==> src/rtl/md5_cmd_pkg.sv <==
// Shared MD5 cracker command set: command codes, word counts, state types
// and the word selectors used by the host-side sequencer.
package md5_cmd_pkg;

    localparam logic [31:0] CMD_NOOP      = 32'h0000_0000;
    localparam logic [31:0] CMD_RESET_GEN = 32'h5230_0000;
    localparam logic [31:0] CMD_START     = 32'h5230_0001;
    localparam logic [31:0] CMD_SET_EXP_A = 32'h5230_1000;
    localparam logic [31:0] CMD_SET_EXP_B = 32'h5230_1001;
    localparam logic [31:0] CMD_SET_EXP_C = 32'h5230_1002;
    localparam logic [31:0] CMD_SET_EXP_D = 32'h5230_1003;
    localparam logic [31:0] CMD_SET_RANGE = 32'h5230_2000;
    localparam logic [31:0] CMD_COUNT_LO  = 32'h5230_3000;
    localparam logic [31:0] CMD_COUNT_HI  = 32'h5230_3001;
    localparam logic [31:0] CMD_TEXT1     = 32'h4400_0001;
    localparam logic [31:0] CMD_TEXT2     = 32'h4400_0002;
    localparam logic [31:0] CMD_TEXT3     = 32'h4400_0003;

    localparam logic [3:0] CFG_WORDS   = 4'd12;
    localparam logic [3:0] TEXT_WORDS  = 4'd3;
    localparam logic [3:0] COUNT_WORDS = 4'd2;

    typedef enum logic [2:0] {
        ST_IDLE,
        ST_CONFIG,
        ST_WAIT_MATCH,
        ST_READ_TEXT,
        ST_READ_COUNT,
        ST_DONE,
        ST_ABORT
    } seq_state_t;

    typedef enum logic [1:0] {
        WS_IDLE,
        WS_SETUP,
        WS_HIGH,
        WS_LOW
    } ws_state_t;

    // Configuration word idx of a job: reset, four expected digest words, range, start.
    function automatic logic [31:0] config_word(input logic [3:0]   idx,
                                                input logic [127:0] hash,
                                                input logic [7:0]   mn,
                                                input logic [7:0]   mx);
        logic [31:0] w;
        case (idx)
            4'd0:    w = CMD_RESET_GEN;
            4'd1:    w = CMD_SET_EXP_A;
            4'd2:    w = hash[127:96];
            4'd3:    w = CMD_SET_EXP_B;
            4'd4:    w = hash[95:64];
            4'd5:    w = CMD_SET_EXP_C;
            4'd6:    w = hash[63:32];
            4'd7:    w = CMD_SET_EXP_D;
            4'd8:    w = hash[31:0];
            4'd9:    w = CMD_SET_RANGE;
            4'd10:   w = {16'h0000, mx, mn};
            4'd11:   w = CMD_START;
            default: w = CMD_NOOP;
        endcase
        return w;
    endfunction

    // Read-back command idx of the text phase (text_phase=1) or count phase.
    function automatic logic [31:0] read_word(input logic text_phase, input logic [3:0] idx);
        logic [31:0] w;
        if (text_phase) begin
            case (idx)
                4'd0:    w = CMD_TEXT1;
                4'd1:    w = CMD_TEXT2;
                4'd2:    w = CMD_TEXT3;
                default: w = CMD_NOOP;
            endcase
        end else begin
            case (idx)
                4'd0:    w = CMD_COUNT_LO;
                4'd1:    w = CMD_COUNT_HI;
                default: w = CMD_NOOP;
            endcase
        end
        return w;
    endfunction

endpackage

==> src/rtl/md5_command_sequencer_if.sv <==
// Job/result and cracker command bus of the MD5 command sequencer.
interface md5_command_sequencer_if;

    logic         jobValid;
    logic         jobReady;
    logic [127:0] jobHash;
    logic [7:0]   jobMin;
    logic [7:0]   jobMax;
    logic         abort;
    logic [31:0]  cmdWord;
    logic         cmdStrobe;
    logic [31:0]  rspData;
    logic         matchIn;
    logic         resValid;
    logic         resReady;
    logic         resFound;
    logic [95:0]  resText;
    logic [63:0]  resCount;

    // Sequencer side
    modport slave (
        input  jobValid, jobHash, jobMin, jobMax, abort, rspData, matchIn, resReady,
        output jobReady, cmdWord, cmdStrobe, resValid, resFound, resText, resCount
    );

    // Host/cracker side
    modport master (
        output jobValid, jobHash, jobMin, jobMax, abort, rspData, matchIn, resReady,
        input  jobReady, cmdWord, cmdStrobe, resValid, resFound, resText, resCount
    );

endinterface

==> src/rtl/md5_command_sequencer_word_strobe.sv <==
// One word transfer to the cracker: setup cycle, STROBE_CYCLES high,
// STROBE_CYCLES low; response captured on the last low cycle.
module md5_word_strobe
    import md5_cmd_pkg::*;
#(
    parameter int unsigned STROBE_CYCLES = 2
) (
    input  logic        clk,
    input  logic        reset2,
    input  logic        start,
    input  logic [31:0] word,
    input  logic [31:0] rsp_data,
    output logic        busy,
    output logic        done,
    output logic [31:0] rsp,
    output logic [31:0] cmd_word,
    output logic        cmd_strobe
);

    localparam int unsigned CNT_W = (STROBE_CYCLES > 1) ? $clog2(STROBE_CYCLES) : 1;
    localparam logic [CNT_W-1:0] CNT_LAST = CNT_W'(STROBE_CYCLES - 1);

    ws_state_t        state_q, state_d;
    logic [CNT_W-1:0] cnt_q, cnt_d;
    logic [31:0]      word_q, word_d;
    logic             strobe_q, strobe_d;
    logic [31:0]      rsp_q, rsp_d;
    logic             last;

    assign last       = (cnt_q == CNT_LAST);
    // done marks the final low cycle; a new start is accepted in that same
    // cycle so consecutive words run back to back.
    assign done       = (state_q == WS_LOW) && last;
    assign busy       = (state_q != WS_IDLE) && !done;
    assign rsp        = rsp_q;
    assign cmd_word   = word_q;
    assign cmd_strobe = strobe_q;

    // Next-state and phase counter for the transfer timing.
    always_comb begin
        state_d  = state_q;
        cnt_d    = cnt_q;
        word_d   = word_q;
        strobe_d = strobe_q;
        rsp_d    = rsp_q;
        case (state_q)
            WS_IDLE: begin
                if (start) begin
                    state_d = WS_SETUP;
                    word_d  = word;
                end
            end
            WS_SETUP: begin
                state_d  = WS_HIGH;
                cnt_d    = '0;
                strobe_d = 1'b1;
            end
            WS_HIGH: begin
                if (last) begin
                    state_d  = WS_LOW;
                    cnt_d    = '0;
                    strobe_d = 1'b0;
                end else begin
                    cnt_d = cnt_q + 1'b1;
                end
            end
            WS_LOW: begin
                if (last) begin
                    rsp_d = rsp_data;
                    cnt_d = '0;
                    if (start) begin
                        state_d = WS_SETUP;
                        word_d  = word;
                    end else begin
                        state_d = WS_IDLE;
                    end
                end else begin
                    cnt_d = cnt_q + 1'b1;
                end
            end
            default: state_d = WS_IDLE;
        endcase
    end

    // Transfer registers; reset drops the strobe at once.
    always_ff @(posedge clk or posedge reset2) begin
        if (reset2) begin
            state_q  <= WS_IDLE;
            cnt_q    <= '0;
            word_q   <= '0;
            strobe_q <= 1'b0;
            rsp_q    <= '0;
        end else begin
            state_q  <= state_d;
            cnt_q    <= cnt_d;
            word_q   <= word_d;
            strobe_q <= strobe_d;
            rsp_q    <= rsp_d;
        end
    end

endmodule

==> src/rtl/md5_command_sequencer.sv <==
// Host-side job sequencer for the MD5 cracker: configures the target digest
// and range, waits for a match or timeout, reads back text and count.
module md5_command_sequencer
    import md5_cmd_pkg::*;
#(
    parameter int unsigned STROBE_CYCLES  = 2,
    parameter logic [31:0] TIMEOUT_CYCLES = 32'd100_000_000
) (
    input logic                    clk,
    input logic                    reset2,
    md5_command_sequencer_if.slave bus
);

    seq_state_t   state_q, state_d;
    logic [3:0]   idx_q, idx_d;
    logic [127:0] hash_q, hash_d;
    logic [7:0]   min_q, min_d;
    logic [7:0]   max_q, max_d;
    logic [1:0]   match_sync_q, match_sync_d;
    logic [31:0]  tmo_cnt_q, tmo_cnt_d;
    logic         found_q, found_d;
    logic [95:0]  text_q, text_d;
    logic [63:0]  count_q, count_d;
    logic         job_ready_q, job_ready_d;
    logic         res_valid_q, res_valid_d;
    logic         abort_sent_q, abort_sent_d;
    logic         rsp_vld_q, rsp_vld_d;
    logic [1:0]   wr_slot_q, wr_slot_d;
    logic         wr_text_q, wr_text_d;
    logic         wr_count_q, wr_count_d;

    logic         ws_start;
    logic [31:0]  ws_word;
    logic         ws_busy;
    logic         ws_done;
    logic [31:0]  ws_rsp;
    logic         phase_done;

    md5_word_strobe #(
        .STROBE_CYCLES(STROBE_CYCLES)
    ) u_word_strobe (
        .clk       (clk),
        .reset2    (reset2),
        .start     (ws_start),
        .word      (ws_word),
        .rsp_data  (bus.rspData),
        .busy      (ws_busy),
        .done      (ws_done),
        .rsp       (ws_rsp),
        .cmd_word  (bus.cmdWord),
        .cmd_strobe(bus.cmdStrobe)
    );

    // The captured response appears one cycle after done, so a phase ends
    // only once the last response has been written back (rsp_vld_q).
    assign phase_done = !ws_busy && rsp_vld_q;

    assign bus.jobReady = job_ready_q;
    assign bus.resValid = res_valid_q;
    assign bus.resFound = found_q;
    assign bus.resText  = text_q;
    assign bus.resCount = count_q;

    // Sequencer next-state, word issue and result write-back.
    always_comb begin
        state_d      = state_q;
        idx_d        = idx_q;
        hash_d       = hash_q;
        min_d        = min_q;
        max_d        = max_q;
        match_sync_d = {match_sync_q[0], bus.matchIn};
        tmo_cnt_d    = tmo_cnt_q;
        found_d      = found_q;
        text_d       = text_q;
        count_d      = count_q;
        abort_sent_d = abort_sent_q;
        rsp_vld_d    = ws_done;
        wr_slot_d    = wr_slot_q;
        wr_text_d    = wr_text_q;
        wr_count_d   = wr_count_q;
        ws_start     = 1'b0;
        ws_word      = CMD_NOOP;

        if (ws_done) begin
            wr_slot_d  = 2'(idx_q - 4'd1);
            wr_text_d  = (state_q == ST_READ_TEXT);
            wr_count_d = (state_q == ST_READ_COUNT);
        end

        if (rsp_vld_q) begin
            if (wr_text_q) begin
                case (wr_slot_q)
                    2'd0:    text_d[31:0]  = ws_rsp;
                    2'd1:    text_d[63:32] = ws_rsp;
                    default: text_d[95:64] = ws_rsp;
                endcase
            end
            if (wr_count_q) begin
                if (wr_slot_q[0]) count_d[63:32] = ws_rsp;
                else              count_d[31:0]  = ws_rsp;
            end
        end

        case (state_q)
            ST_IDLE: begin
                if (bus.jobValid && job_ready_q) begin
                    hash_d  = bus.jobHash;
                    min_d   = bus.jobMin;
                    max_d   = bus.jobMax;
                    found_d = 1'b0;
                    text_d  = '0;
                    count_d = '0;
                    idx_d   = '0;
                    state_d = ST_CONFIG;
                end
            end
            ST_CONFIG: begin
                if (bus.abort) begin
                    state_d      = ST_ABORT;
                    abort_sent_d = 1'b0;
                end else if (idx_q < CFG_WORDS) begin
                    if (!ws_busy) begin
                        ws_start = 1'b1;
                        ws_word  = config_word(idx_q, hash_q, min_q, max_q);
                        idx_d    = idx_q + 4'd1;
                    end
                end else if (phase_done) begin
                    tmo_cnt_d = '0;
                    state_d   = ST_WAIT_MATCH;
                end
            end
            ST_WAIT_MATCH: begin
                if (bus.abort) begin
                    state_d      = ST_ABORT;
                    abort_sent_d = 1'b0;
                end else if (match_sync_q[1]) begin
                    found_d = 1'b1;
                    idx_d   = '0;
                    state_d = ST_READ_TEXT;
                end else if (tmo_cnt_q >= TIMEOUT_CYCLES) begin
                    found_d = 1'b0;
                    idx_d   = '0;
                    state_d = ST_READ_COUNT;
                end else if (tmo_cnt_q != '1) begin
                    tmo_cnt_d = tmo_cnt_q + 32'd1;
                end
            end
            ST_READ_TEXT: begin
                if (bus.abort) begin
                    state_d      = ST_ABORT;
                    abort_sent_d = 1'b0;
                end else if (idx_q < TEXT_WORDS) begin
                    if (!ws_busy) begin
                        ws_start = 1'b1;
                        ws_word  = read_word(1'b1, idx_q);
                        idx_d    = idx_q + 4'd1;
                    end
                end else if (phase_done) begin
                    idx_d   = '0;
                    state_d = ST_READ_COUNT;
                end
            end
            ST_READ_COUNT: begin
                if (bus.abort) begin
                    state_d      = ST_ABORT;
                    abort_sent_d = 1'b0;
                end else if (idx_q < COUNT_WORDS) begin
                    if (!ws_busy) begin
                        ws_start = 1'b1;
                        ws_word  = read_word(1'b0, idx_q);
                        idx_d    = idx_q + 4'd1;
                    end
                end else if (phase_done) begin
                    state_d = ST_DONE;
                end
            end
            ST_DONE: begin
                if (bus.resReady) state_d = ST_IDLE;
            end
            ST_ABORT: begin
                // Let any in-flight word finish, then reset the generator.
                if (!abort_sent_q) begin
                    if (!ws_busy) begin
                        ws_start     = 1'b1;
                        ws_word      = CMD_RESET_GEN;
                        abort_sent_d = 1'b1;
                    end
                end else if (phase_done) begin
                    state_d = ST_IDLE;
                end
            end
            default: state_d = ST_IDLE;
        endcase

        job_ready_d = (state_d == ST_IDLE);
        res_valid_d = (state_d == ST_DONE);
    end

    // Sequencer state, latched job, synchronizer and result registers.
    always_ff @(posedge clk or posedge reset2) begin
        if (reset2) begin
            state_q      <= ST_IDLE;
            idx_q        <= '0;
            hash_q       <= '0;
            min_q        <= '0;
            max_q        <= '0;
            match_sync_q <= '0;
            tmo_cnt_q    <= '0;
            found_q      <= 1'b0;
            text_q       <= '0;
            count_q      <= '0;
            job_ready_q  <= 1'b1;
            res_valid_q  <= 1'b0;
            abort_sent_q <= 1'b0;
            rsp_vld_q    <= 1'b0;
            wr_slot_q    <= '0;
            wr_text_q    <= 1'b0;
            wr_count_q   <= 1'b0;
        end else begin
            state_q      <= state_d;
            idx_q        <= idx_d;
            hash_q       <= hash_d;
            min_q        <= min_d;
            max_q        <= max_d;
            match_sync_q <= match_sync_d;
            tmo_cnt_q    <= tmo_cnt_d;
            found_q      <= found_d;
            text_q       <= text_d;
            count_q      <= count_d;
            job_ready_q  <= job_ready_d;
            res_valid_q  <= res_valid_d;
            abort_sent_q <= abort_sent_d;
            rsp_vld_q    <= rsp_vld_d;
            wr_slot_q    <= wr_slot_d;
            wr_text_q    <= wr_text_d;
            wr_count_q   <= wr_count_d;
        end
    end

endmodule

==> src/flat_wrapper.sv <==
// flat-port wrapper written by rule: the top's interface ports become plain ports
module md5_command_sequencer_flat import md5_cmd_pkg::*;
#(
    parameter int unsigned STROBE_CYCLES  = 2,
    parameter logic [31:0] TIMEOUT_CYCLES = 32'd100_000_000
)
  (clk, reset2, bus_jobValid, bus_jobHash, bus_jobMin, bus_jobMax, bus_abort, bus_rspData, bus_matchIn, bus_resReady, bus_jobReady, bus_cmdWord, bus_cmdStrobe, bus_resValid, bus_resFound, bus_resText, bus_resCount);
  md5_command_sequencer_if bus_i ();
  input logic clk;
  input logic reset2;
  input wire logic [$bits(bus_i.jobValid)-1:0] bus_jobValid;
  input wire logic [$bits(bus_i.jobHash)-1:0] bus_jobHash;
  input wire logic [$bits(bus_i.jobMin)-1:0] bus_jobMin;
  input wire logic [$bits(bus_i.jobMax)-1:0] bus_jobMax;
  input wire logic [$bits(bus_i.abort)-1:0] bus_abort;
  input wire logic [$bits(bus_i.rspData)-1:0] bus_rspData;
  input wire logic [$bits(bus_i.matchIn)-1:0] bus_matchIn;
  input wire logic [$bits(bus_i.resReady)-1:0] bus_resReady;
  output wire logic [$bits(bus_i.jobReady)-1:0] bus_jobReady;
  output wire logic [$bits(bus_i.cmdWord)-1:0] bus_cmdWord;
  output wire logic [$bits(bus_i.cmdStrobe)-1:0] bus_cmdStrobe;
  output wire logic [$bits(bus_i.resValid)-1:0] bus_resValid;
  output wire logic [$bits(bus_i.resFound)-1:0] bus_resFound;
  output wire logic [$bits(bus_i.resText)-1:0] bus_resText;
  output wire logic [$bits(bus_i.resCount)-1:0] bus_resCount;
  assign bus_i.jobValid = bus_jobValid;
  assign bus_i.jobHash = bus_jobHash;
  assign bus_i.jobMin = bus_jobMin;
  assign bus_i.jobMax = bus_jobMax;
  assign bus_i.abort = bus_abort;
  assign bus_i.rspData = bus_rspData;
  assign bus_i.matchIn = bus_matchIn;
  assign bus_i.resReady = bus_resReady;
  assign bus_jobReady = bus_i.jobReady;
  assign bus_cmdWord = bus_i.cmdWord;
  assign bus_cmdStrobe = bus_i.cmdStrobe;
  assign bus_resValid = bus_i.resValid;
  assign bus_resFound = bus_i.resFound;
  assign bus_resText = bus_i.resText;
  assign bus_resCount = bus_i.resCount;
  md5_command_sequencer #(.STROBE_CYCLES(STROBE_CYCLES), .TIMEOUT_CYCLES(TIMEOUT_CYCLES)) u_core (.clk(clk), .reset2(reset2), .bus(bus_i));
endmodule
==> config.mk <==
export PLATFORM = sky130hd
export DESIGN_NAME = md5_command_sequencer_flat
export DESIGN_NICKNAME = d
export VERILOG_FILES = /design/src/rtl/md5_cmd_pkg.sv /design/src/rtl/md5_command_sequencer_if.sv /design/src/rtl/md5_command_sequencer_word_strobe.sv /design/src/rtl/md5_command_sequencer.sv /design/src/flat_wrapper.sv
export SDC_FILE = /design/constraint.sdc
export NUM_CORES = 1
export LEC_CHECK = 0
export BUFFER_PORTS_ARGS = -buffer_cell sky130_fd_sc_hd__buf_2
export CAP_MARGIN = 20
export CORE_AREA = 5 5 256 196
export DETAILED_ROUTE_END_ITERATION = 8
export DIE_AREA = 0 0 261 201
export PLACE_DENSITY = 0.62
export SYNTH_ARGS = -nofsm -noshare
export SYNTH_HDL_FRONTEND = slang
export SYNTH_SLANG_ARGS = --single-unit
==> constraint.sdc <==
create_clock -name clk -period 18.9 [get_ports clk]
set_clock_uncertainty 0.15 [all_clocks]
set_input_delay 1.89 -clock clk [delete_from_list [all_inputs] [get_ports clk]]
set_output_delay 1.89 -clock clk [all_outputs]
set_load 0.03 [all_outputs]
Word level (Yosys, flattened, before mapping)
Cells that the tools add are included.

operators by class
  add/subtract/negate cells = 4
  order comparisons = 4
  equal/unequal tests = 41
  muxes and demuxes = 95
  reduce and logical (&&, ||, !) cells = 31

operator list
  cell                   count
  $mux 32                24
  $mux 96                4
  $pmux 32 s12           1
  $mux 64                4
  $pmux 32 s2            2
  $pmux 32 s4            1
  $pmux 31 s3            1
  $pmux 31 s2            1
  $mux 3                 16
  $mux 4                 12
  $add 32x1->32 const B  1
  $ge 32x27->1 const B   1
  $ne 32x32->1 const B   1
  $mux 31                1
  $ne 2x2->1 const B     11
  $pmux 3 s7             1
  $pmux 4 s5             1
  $mux 1                 17
  $eq 4x3->1 const B     4
  $eq 4x4->1 const B     4
  $reduce_bool 2->1      7
  $eq 3x3->1 const B     4
  $ne 2x1->1 const B     5
  $reduce_and 10->1      1
  other kinds (29)       50

storage, ports and cells
  register bits after elaboration = 422
  input port bits = 182
  output and inout bits = 196
  word-level logic and storage cells = 197

Depth between registers and ports, before layout
  word-level depth = 11
  gate-level depth with buffers = 10
  mapped depth without buffers = 8

Cells and area by module
A second synthesis with hierarchy kept.

unflattened totals
  cells, all modules = 1,966
  area total of the unflattened synthesis = 18,350.1 um^2

by module, submodules not included
  module                 instances  cells an instance  area an instance (um^2)  seq. area each (um^2)
  md5_command_sequencer  1          1,801              15,670.0                 8,859.7
  md5_word_strobe        1          165                2,680.1                  1,701.6

Least setup slack after synthesis
OpenSTA, ideal clock, no wires.

  kind = input port to flip-flop
  start = in bus_abort
  end = reg u_core.tmo_cnt_q[22]
  arrival time = 3.400 ns
  required time = 18.618 ns
  path slack = 15.219 ns
  cell stages on the path = 9
  buffers on the path = 3
  cells stage by stage = clkbuf_1 > nor2_1 > nor4bb_1 > buf_2 > o22ai_2 > buf_6 > nor4b_2 > xnor2_1 > nor2_1

on the way
  word-level cells in the longest chain between the ends = 2
  elaborated cells on any way between the ends = 3
  those cells by class = 2 x eq/ne; 1 x reduce/logical

RTL lines
  what                            line                          source
  start: declaration              flat_wrapper.sv:15            input wire logic [$bits(bus_i.abort)-1:0] bus_abort;
  $ne 2x2->1 (no line)            --
  $reduce_and 8->1 (no line) (*)  --
  end signal: assignment          md5_command_sequencer.sv:226  tmo_cnt_q <= tmo_cnt_d;
  end: declaration                md5_command_sequencer.sv:20   logic [31:0] tmo_cnt_q, tmo_cnt_d;

Mark *: on every way between the ends. The rest lies on a longest branch, timed or not.
A chain may end at the register's enable or synchronous reset.

Final worst setup path
  start = in bus_abort
  end = reg u_core.u_word_strobe.word_q[28] (netlist: u_core.u_word_strobe.cmd_word[28])

on the way
  word-level cells in the longest chain between the ends = 5
  elaborated cells on any way between the ends = 11
  those cells by class = 11 x mux

RTL lines
  what                                       line                                                                              source
  $mux 32, or another cell as far along      md5_command_sequencer.sv:164                                                      if (bus.abort) begin
  $pmux 32 s4 or $pmux 1 s4 (tied branches)  md5_command_sequencer.sv:104                                                      case (state_q)
  $mux 32 (*)                                md5_command_sequencer_word_strobe.sv:48, md5_command_sequencer_word_strobe.sv:71
  $mux 32                                    md5_command_sequencer_word_strobe.sv:68                                           if (last) begin
  $pmux 32 s2 (*)                            md5_command_sequencer_word_strobe.sv:46                                           case (state_q)
  end signal: assignment                     md5_command_sequencer_word_strobe.sv:96                                           word_q <= word_d;
  end: declaration                           md5_command_sequencer_word_strobe.sv:25                                           logic [31:0] word_q, word_d;

Mark *: on every way between the ends. The rest lies on a longest branch, timed or not. The select of a mux whose other input is x is not followed.

==> flow_summary.yaml <==
global_routing:
  antenna_found_initial: 10
  grt_pass1_vias: 14500
  grt_first_pass_wirelength_mm: 84.7
  grt.overflow.total: 0
  grt_max_degree: 195
  grt.total_usage: 0.201
placed_design:
  port_buffers: 377
  gp_congestion: 0.817
  hpwl_mm: 35.5
  dpl_cell_area_um2: 20600
setup_path:
  worstPathMaxFanout: 32
  cp_data_required_time_ps: 19200
  reg2reg_from: "u_core.state_q[1]$_DFF_PP0_"
  crit_type: "in2reg"
  endpoint_kind: "flop"
  critPathLaunch: "bus_abort"
  start_kind: "input port"
  worstPathArrival_ps: 4230
detailed_routing:
  ant_nets: 0
  wl_mm: 53.8
  viasPerCell: 5.25
  dr.pass1.iters: 5
  vias: 14100
  wl_per_cell_um: 20.0
  drt_iter0_drc: 1051
  post-route-drc-count: 0
synth:
  synth_area_leaders: "dfrtp_1 58%, mux2_2 12%, nand2_1 7.9%, a21oi_1 5.2%, a22oi_1 2.4%"
  syn-instance-count: 1672
  synth_compound_gate_area_share: 0.118
  synth.avg_cell_area_um2: 10.9
  async_reset_ff_frac: 1.00
  synth-adder-area-share: 0.00687
  synth-edff-count: 0
  ys_types: 75
  synth_seq_cells: 422
  synth_top_family_by_area: "simple AND/OR/NAND/NOR gates"
  synthFlopType: "dfrtp_1"
  syn_area_um2: 18200
  ys_seq_area_frac: 0.580
  syn_nets: 1864
  yosys.area_share.xor_xnor: 0.00433
  yosys_warnings: 0
  synth.area.mux_share: 0.127
  yosysTopAreaCell: "dfrtp_1"
  synthSimpleGateAreaFrac: 0.132
  synth_top_area_share: 0.579
pwr:
  power_leakage_nw: 10.3
  p_per_area_nw_per_um2: 166
  peakVddDrop_mv: 0.0989
final_layout:
  fin_area_um2: 22200
  fillers: 4400
  drive_gt1_frac: 0.346
  syn_to_final_growth_pct: 21.9
  fin_nets: 2196
worst_hold_path:
  hp-class: "reg2reg"
  worstHoldStart: "u_core.match_sync_q[0]$_DFF_PP0_"
flow_run:
  drv_cap: 0
die:
  chipWidth_um: 261
  die_h_um: 201
  die-area_um2: 52500
  rows: 70
  io_pins: 378
  coreArea_um2: 47700
  initial_utilization: 0.381
sta:
  slew_headroom: 0.127
  max_freq_ghz: 0.254
  hold_violations: 0
  timing.hold.ws_ps: 197
  rsz0062_at_grt: "no"
  finalSetupTns_ps: 0
  final_max_slew_viol_count: 0
  tightestPinTransition_ps: 1310
  timing.final.crit_period_ps: 3940
  fin_crit_sh: 0.208
  finalSetupViolations: 0
run_status:
  status: "completed"
clock_network:
  postCtsHoldBufs: 0
  cts-root-buf: "clkbuf_16"
  cts_tree: "yes"
  cts_setup_buffers: 0
  clk_latency_ps: 570
  clkTransAtPathRegs_ps: 60
  clock_sinks: 422
  numCtsBuffers: 45
  cts_resized: 0
  max-clock-path-buffers: 3
  cts_max_level: 2
-- final cells by class --
cell class	count	area (um^2)	area share
Tap cell	648	811	0.0366
Antenna cell	6	15.0	0.000677
Inverter	14	60.1	0.00271
Multi-Input combinational cell	1120	7100	0.320
Timing Repair Buffer	401	2120	0.0958
Clock inverter	20	208	0.00936
Sequential cell	422	10600	0.476
Clock buffer	61	1300	0.0584
-- registers in the layout, summed over array words and instances (netlist names), 2 cells and up --
signal	cells
u_core.hash_q	128
u_core.bus.resText	96
u_core.bus.resCount	64
u_core.tmo_cnt_q	32
u_core.u_word_strobe.cmd_word	32
u_core.u_word_strobe.rsp	32
u_core.max_q	8
u_core.min_q	8
u_core.idx_q	4
u_core.state_q	3
u_core.match_sync_q	2
u_core.u_word_strobe.state_q	2
u_core.wr_slot_q	2
-- path summary, 6_finish.rpt --
kind	end	slack (ps)	cells past startpoint
max	u_core.u_word_strobe.cmd_word[28]$_DFFE_PP0P_	14960	7
min	u_core.match_sync_q[1]$_DFF_PP0_	200	0
max reg2reg	u_core.u_word_strobe.cmd_word[28]$_DFFE_PP0P_	15580	6
min reg2reg	u_core.match_sync_q[1]$_DFF_PP0_	200	0
max in group asynchronous	u_core.bus.resCount[7]$_DFF_PP0_	15260	5
min in group asynchronous	u_core.bus.resCount[25]$_DFF_PP0_	1310	2
-- logic make-up (layout without fill, tap and decap cells) --
group | count (synthesis) | in the layout
compound gates | 355 | 355
fa+ha+maj | 10 | 10
flops | 422 | 422
mux | 206 | 206
xor+xnor | 9 | 9
other cells | 0 | 6
simple gates | 540 | 540
buf+inv | 130 | 496
-- metrics by stage --
| stage | std cells | power, mW | utilization | setup WS [ps] |
|---|---|---|---|---|
| global route | 2692 | 3.88 | 0.465 | 14850 |
| global placement | 2603 | 2.75 | 0.432 | 14290 |
| CTS | 2684 | 3.70 | 0.463 | 14840 |
| detailed placement | 2603 | 2.80 | 0.432 | 14250 |
| floorplan | 1672 | 2.38 | - | 5110 |
| finish | 2692 | 3.68 | 0.465 | 14960 |
-- cell usage after synthesis, drive strengths merged, types with 3 or more instances --
cell / n
a221o: 6
o41ai: 4
or2: 3
buf: 40
a22o: 3
a31oi: 18
dfrtp: 421
a211o: 3
nor4: 9
a21o: 3
ha: 10
and3b: 4
a221oi: 3
o21ai: 32
o22ai: 4
nor3: 17
clkbuf: 76
a31o: 3
o21a: 4
nand2b: 4
a22oi: 59
a211oi: 3
nand3: 28
o211ai: 4
nand4: 7
o31ai: 4
mux2: 205
and3: 9
inv: 13
xnor2: 9
nor2: 41
nor4b: 3
or3: 9
a41oi: 3
nand2: 383
a21oi: 188
nor3b: 3
and2: 9
-- layer usage --
layer  global-route usage  vias up  wire length (um)
met1                0.285     7121             23800
met2                0.311      417             25600
met5                    0        -                48
li1                     -     6516                 -
met3               0.0423       80              3110
met4               0.0655        8              1300
-- worst max-delay path, cell delays in order --
cell,delay (ps)
buf_2,190
o21a_1,140
a211o_1,260
a221o_1,450
o21ai_2,170
nand2_2,560
a221o_1,560
-- power by group --
group,internal [mW],switching [mW]
registers,1.29,0.287
clock network,0.524,0.371
logic,0.449,0.758
total,2.26,1.42
-- cells in the final DEF (no fill, tap or decap), drive strengths merged, types with 6 or more instances in the layout --
cell type and count:
nor4 9, or3 9, nor2 41, o21ai 32
diode 6, nand4 7, a22oi 59, dfrtp 421
inv 17, and2 9, clkinv 13, and3 9
nand3 28, nor3 17, buf 401, nand2 383
ha 10, mux2 205, a31oi 18, a21oi 188
clkbuf 61, a221o 6, xnor2 9
Note: power is estimated with default switching activity, not from simulation.
